File: src/rtl/neg_pkg.sv
// Shared definitions for the sequential negation unit: mode codes, FSM states and
// width-dependent MIN/MAX constants.
package neg_pkg;

   localparam logic [1:0] MODE_ONES = 2'b00;
   localparam logic [1:0] MODE_TWOS = 2'b01;
   localparam logic [1:0] MODE_ABS  = 2'b10;
   localparam logic [1:0] MODE_PASS = 2'b11;

   typedef enum logic [1:0] {
      StIdle = 2'b00,
      StRun  = 2'b01,
      StDone = 2'b10
   } state_e;

   localparam int unsigned MAX_WIDTH = 64;

   // Most negative signed value of the given width, zero-extended to MAX_WIDTH.
   function automatic logic [MAX_WIDTH-1:0] min_val(input int unsigned width);
      return {{(MAX_WIDTH-1){1'b0}}, 1'b1} << (width - 1);
   endfunction

   function automatic logic [MAX_WIDTH-1:0] max_val(input int unsigned width);
      return min_val(width) - {{(MAX_WIDTH-1){1'b0}}, 1'b1};
   endfunction

endpackage

File: src/rtl/neg_chunk.sv
// One CHUNK-bit slice of the rippled negation: optional inversion plus carry-in.
module neg_chunk #(
   parameter int unsigned CHUNK = 4
) (
   input  logic [CHUNK-1:0] op,
   input  logic             inv,
   input  logic             cin,
   output logic [CHUNK-1:0] sum,
   output logic             cout
);

   always_comb begin
      {cout, sum} = {1'b0, op ^ {CHUNK{inv}}} + {{CHUNK{1'b0}}, cin};
   end

endmodule

File: src/rtl/neg_unit_seq.sv
// Multi-cycle ONES/TWOS/ABS/PASS unit: processes CHUNK bits per cycle, LSB first,
// with a registered carry between chunks and a valid/ready handshake on both sides.
module neg_unit_seq
   import neg_pkg::*;
#(
   parameter int unsigned WIDTH    = 16,
   parameter int unsigned CHUNK    = 4,
   parameter bit          SATURATE = 1'b0
) (
   input  logic             clk,
   input  logic             rst_n,
   input  logic             in_valid,
   output logic             in_ready,
   input  logic [WIDTH-1:0] in_data,
   input  logic [1:0]       in_mode,
   output logic             out_valid,
   input  logic             out_ready,
   output logic [WIDTH-1:0] out_data,
   output logic             out_ovf,
   output logic             out_zero
);

   localparam int unsigned NCH = WIDTH / CHUNK;
   localparam int unsigned CW  = $clog2(NCH + 1);
   localparam logic [WIDTH-1:0] MIN = WIDTH'(min_val(WIDTH));
   localparam logic [WIDTH-1:0] MAX = WIDTH'(max_val(WIDTH));

   if (WIDTH < 2 || (WIDTH % CHUNK) != 0) begin : g_bad_cfg
      $error("neg_unit_seq: WIDTH must be >= 2 and a multiple of CHUNK");
   end

   state_e           state_q;
   logic [CW-1:0]    cnt_q;
   logic [WIDTH-1:0] op_q;
   logic [WIDTH-1:0] res_q;
   logic             inv_q;
   logic             carry_q;
   logic             ovf_q;

   logic             accept;
   logic             neg_abs;
   logic             acc_inv;
   logic             acc_carry;
   logic             acc_ovf;
   logic [CHUNK-1:0] chunk_sum;
   logic             chunk_cout;
   logic [WIDTH-1:0] res_next;
   logic [WIDTH-1:0] final_data;
   logic             last_chunk;

   always_comb begin
      accept    = in_valid && in_ready;
      neg_abs   = (in_mode == MODE_ABS) && in_data[WIDTH-1];
      acc_inv   = (in_mode == MODE_ONES) || (in_mode == MODE_TWOS) || neg_abs;
      acc_carry = (in_mode == MODE_TWOS) || neg_abs;
      acc_ovf   = ((in_mode == MODE_TWOS) || (in_mode == MODE_ABS)) && (in_data == MIN);
   end

   neg_chunk #(
      .CHUNK (CHUNK)
   ) u_chunk (
      .op   (op_q[CHUNK-1:0]),
      .inv  (inv_q),
      .cin  (carry_q),
      .sum  (chunk_sum),
      .cout (chunk_cout)
   );

   // New chunk enters the result from the MSB side; after NCH cycles it is aligned.
   always_comb begin
      res_next   = (res_q >> CHUNK) | (WIDTH'(chunk_sum) << (WIDTH - CHUNK));
      final_data = (ovf_q && SATURATE) ? MAX : res_next;
      last_chunk = (cnt_q == CW'(NCH - 1));
   end

   always_ff @(posedge clk or negedge rst_n) begin
      if (!rst_n) begin
         state_q   <= StIdle;
         cnt_q     <= '0;
         op_q      <= '0;
         res_q     <= '0;
         inv_q     <= 1'b0;
         carry_q   <= 1'b0;
         ovf_q     <= 1'b0;
         in_ready  <= 1'b0;
         out_valid <= 1'b0;
         out_data  <= '0;
         out_ovf   <= 1'b0;
         out_zero  <= 1'b0;
      end else begin
         unique case (state_q)
            StIdle: begin
               if (accept) begin
                  op_q     <= in_data;
                  inv_q    <= acc_inv;
                  carry_q  <= acc_carry;
                  ovf_q    <= acc_ovf;
                  cnt_q    <= '0;
                  in_ready <= 1'b0;
                  state_q  <= StRun;
               end else begin
                  in_ready <= 1'b1;
               end
            end
            StRun: begin
               op_q    <= op_q >> CHUNK;
               res_q   <= res_next;
               carry_q <= chunk_cout;
               cnt_q   <= cnt_q + 1'b1;
               if (last_chunk) begin
                  out_valid <= 1'b1;
                  out_data  <= final_data;
                  out_ovf   <= ovf_q;
                  out_zero  <= (final_data == '0);
                  state_q   <= StDone;
               end
            end
            StDone: begin
               if (out_ready) begin
                  out_valid <= 1'b0;
                  in_ready  <= 1'b1;
                  state_q   <= StIdle;
               end
            end
            default: state_q <= StIdle;
         endcase
      end
   end

endmodule

File: config.mk
export PLATFORM = sky130hd
export DESIGN_NAME = neg_unit_seq
export DESIGN_NICKNAME = d
export VERILOG_FILES = /design/src/rtl/neg_pkg.sv /design/src/rtl/neg_chunk.sv /design/src/rtl/neg_unit_seq.sv
export SDC_FILE = /design/constraint.sdc
export NUM_CORES = 1
export LEC_CHECK = 0
export BUFFER_PORTS_ARGS = -buffer_cell sky130_fd_sc_hd__buf_2
export CAP_MARGIN = 0
export CORE_ASPECT_RATIO = 0.7
export CORE_MARGIN = 4
export CORE_UTILIZATION = 35
export CTS_BUF_LIST = sky130_fd_sc_hd__clkbuf_4
export DETAILED_ROUTE_END_ITERATION = 6
export PLACE_DENSITY = 0.57
export SLEW_MARGIN = 20
export SYNTH_ARGS = -nofsm -noshare
export SYNTH_HDL_FRONTEND = slang
export SYNTH_SLANG_ARGS = --single-unit
File: constraint.sdc
create_clock -name clk -period 2.5 [get_ports clk]
set_input_delay 0.125 -clock clk [delete_from_list [all_inputs] [get_ports clk]]
set_output_delay 0.125 -clock clk [all_outputs]
set_load 0.01 [all_outputs]
==> summary.md <==
| Metric | Value |
|---|---|
| Status | `finished, final reports clean` |
| DP Area | `0.002828 mm^2` |
| Worst Slack Setup Final | `0.5522 ns` |
| Seq/Total Area, Yosys | `approximately 56%` |
| Area of the multi-input gates | `0.001039 mm^2` |
| Part of the power in registers | `about 45%` |
| Iter 0 DRT Violations | `124` |
| Most numerous cell on the critical path | `ha_1` |
| Slew Viols, Final | `0` |
| Global route total overflow | `0` |
| Power Dens Cells | `around 1200 mW/mm^2` |
| Internal power | `2.180 mW` |
| Dpl ws | `0.5844 ns` |
| Total power | `roughly 3.6 mW` |
| Inst Count DP | `381` |
| Hpwl dp | `3.674 mm` |
| CTS tree | `done` |
| Post-synth top area cell | `dfrtp_1` |
| Unrepaired setup endpoints after global routing | `false` |
| CTS clk-pin slew, worst paths | `0.16 ns` |
| Area delta synth->final | `21.81%` |
| Leakage power | `approximately 1.5 nW` |
| Post-synth EDFFs | `0` |
| Met1 Use GR | `20.61%` |
| Yosys Warn Count | `0` |
| Inserted Clock Buffers | `5` |
| Combinational share of power | `41.2%` |
| Cells after Synth | `255` |
| Final Hold Vio Count | `0` |
| Most frequent cells after synthesis | `77 x nand2_1, 56 x dfrtp_1, 19 x nor2_1, 16 x mux2_2, 12 x a31oi_1` |
| Finished Core Util | `44.58%` |
| Die height | `78.98 um` |
| Layout cells sized above 1 | `about a quarter` |
| CP Class | `flop to flop` |
| Max Freq | `513.4 MHz` |
| Antenna viol nets, final | `0` |
| DR pass1 iterations | `4` |
| Drt drc | `0` |
| Root Driver | `clkbuf_4` |
| Final instance area | `approximately 0.0031 mm^2` |
| Max Cap Viol | `0` |
| Final Skew | `approximately 0.015 ns` |
| R2R Setup Slk | `0.55 ns` |
| Top delay family on crit path | `adder cells` |
| Hold Crit Class | `input pin to flop` |
| Pin count of the biggest net entering global routing | `34` |
| Peak VDD IR | `0.4012 mV` |
| Register bit total from synthesis | `between 50 and 60` |
| Least-Margin Pin Slew | `between 0.7 and 0.8 ns` |
| Initial Util | `36.60%` |
| Die W | `approximately 110 um` |
| First-pass GRT wire length | `~9 mm` |
| CP Buf/Inv Count | `0` |
| DIE AREA | `around 0.0086 mm^2` |
| I/O Pins | `42` |
| Critical path launch point | `inv_q` |
| Slowest cell on the critical path | `dfrtp_1` |
| Worst Hold Depth | `3` |
| Port Buffer Count | `approximately 40` |
| ANT cells | `0` |
| Critical Path Stages | `7` |
| Critical Path RT | `2.83 ns` |
| # nets final | `339` |
| Post-route clock period utilization | `77.91%` |
| R2R cell count | `7` |
| Grt peak-use layer | `met1` |
| CTS Hold Bufs | `16` |
| Cell Count, Final, Fillers Out | `405` |
| Reg-to-Reg Start | `inv_q` |
| Post-route minimum period | `approximately 1.9 ns` |
| Routed len/inst | `around 13 um` |
| Largest stage delay on the critical path | `approximately 0.52 ns` |
| M2 GR Usage | `between 10% and 20%` |
| Grt met3 use | `3.006%` |
| Primary FF master, synth | `dfrtp_1` |
| NetSw | `1.434 mW` |
| Final wirelength | `5.304 mm` |
| Clk_lat worst skew | `0.38 ns` |
| HP Start | `in_data[0]` |
| Most numerous cell in the Yosys netlist | `nand2_1` |
| Vias in the first global route | `1853` |
| Site Rows | `25` |
| CTS max path bufs | `2` |
| Crit path capture type | `flop` |
| Startpoint class of the critical path | `flop` |
| Initial antenna violation count | `0` |
| Htree depth | `2` |
| Crit-path cells | `xor2_1 -> ha_1 -> ha_1 -> nor4_1 -> nand4_1 -> nor3b_1 -> a22o_1` |
| Register area | `0.001401 mm^2` |
| Fill count | `683` |
| Mapped cell area | `0.002519 mm^2` |
| Via density | `4.842` |
| Avg Cell Area, Syn | `9.877 um^2` |
| Post-synth ARST share | `100.0%` |
| Netlist cell types | `33` |
| Gpl congestion | `around 0.73` |
| Total negative slack | `0 ns` |
| Power share of the clock group | `between 10% and 20%` |
| Crit path DAT | `2.27 ns` |
| Worst-path fanout max | `9` |
| Setup Fix Bufs, Post-CTS | `0` |
| Total track usage | `13.22%` |
| Clock Sinks | `56` |
| Via count | `about 2000` |
| Core box area | `between 0.006 and 0.007 mm^2` |
| Final hold slack | `0.02198 ns` |
| Syn Nets | `284` |
| Top-area cell type share of the netlist area | `55.64%` |
| Final setup violation count | `0` |
| Post_cts resized | `0` |
| Relative slew slack | `49.19%` |
| Top post-synthesis cells by area | `dfrtp_1 56%, nand2_1 11%, mux2_2 7.2%` |
| Sw frac | `approximately two fifths` |
[power groups by stage]
stage | Clock, mW | Combinational, mW | Sequential (mW)
floorplan | 0 | 1.07 | 1.60
global placement | 0 | 1.46 | 1.64
detailed placement | 0 | 1.49 | 1.65
CTS | 0.519 | 1.51 | 1.63
global route | 0.550 | 1.72 | 1.69
finish | 0.499 | 1.49 | 1.63
[placed cells by master, fill, tap and decap left out, types with 2 or more instances in the layout]
cell type / count
a21o_1: 2
a21oi_1: 4
a31oi_1: 12
buf_2: 41
buf_4: 4
clkbuf_4: 5
dfrtp_1: 56
dlygate4sd3_1: 16
ha_1: 7
inv_1: 4
mux2_2: 16
nand2_1: 77
nand2b_1: 4
nand3_1: 7
nand4_1: 2
nor2_1: 19
nor4_1: 3
nor4_2: 2
o21ai_0: 10
xor2_1: 3
[worst min-delay path, delay by kind of cell]
kind / cells / cell delay [ns]
buffers and inverters: 1 / 0.11
and+or+nand+nor: 1 / 0.06
AOI/OAI and AO/OA: 1 / 0.08
[cells by family (layout without fill, tap and decap cells)]
| logic type | after synthesis | after routing | share of synthesized area (%) |
|---|---|---|---|
| adder cells (fa/ha/maj) | 7 | 7 | 3.477 |
| XOR/XNOR | 4 | 4 | 1.391 |
| flip-flops | 56 | 56 | 55.64 |
| AND/OR/NAND/NOR | 121 | 121 | 21.21 |
| AO/OA/AOI/OAI | 33 | 33 | 7.799 |
| multiplexers | 16 | 16 | 7.153 |
| buffers and inverters | 18 | 74 | 3.328 |
[registers in the layout, summed over array words and instances, names as in the netlist]
register / flops
carry_q: 1
out_data: 16
inv_q: 1
out_valid: 1
state_q: 2
in_ready: 1
out_ovf: 1
res_q: 12
op_q: 16
ovf_q: 1
cnt_q: 3
out_zero: 1
[worst paths after layout]
check / end
min in group asynchronous: out_data[3]
setup reg to reg: out_zero
max in group asynchronous: out_data[8]
hold reg to reg: ovf_q
hold / removal: op_q[0]
setup / recovery: out_zero
[final cells by class]
cell class	count	share of cell area (%)
Timing Repair Buffer	62	13.54
Multi-Input combinational cell	181	33.85
Tap cell	94	3.834
Clock inverter	3	1.387
Clock buffer	5	1.223
Sequential cell	56	45.68
Inverter	4	0.4894
[layer usage]
layer  part of all wire [%]  up-vias  wire length, um
met5                      0        -                0
met4                   0.75        0               40
met3                    4.6        5              243
met2                     42       40             2204
met1                     53      941             2816
li1                       -      975                -
No activity file was read; power rests on OpenSTA's default activity.
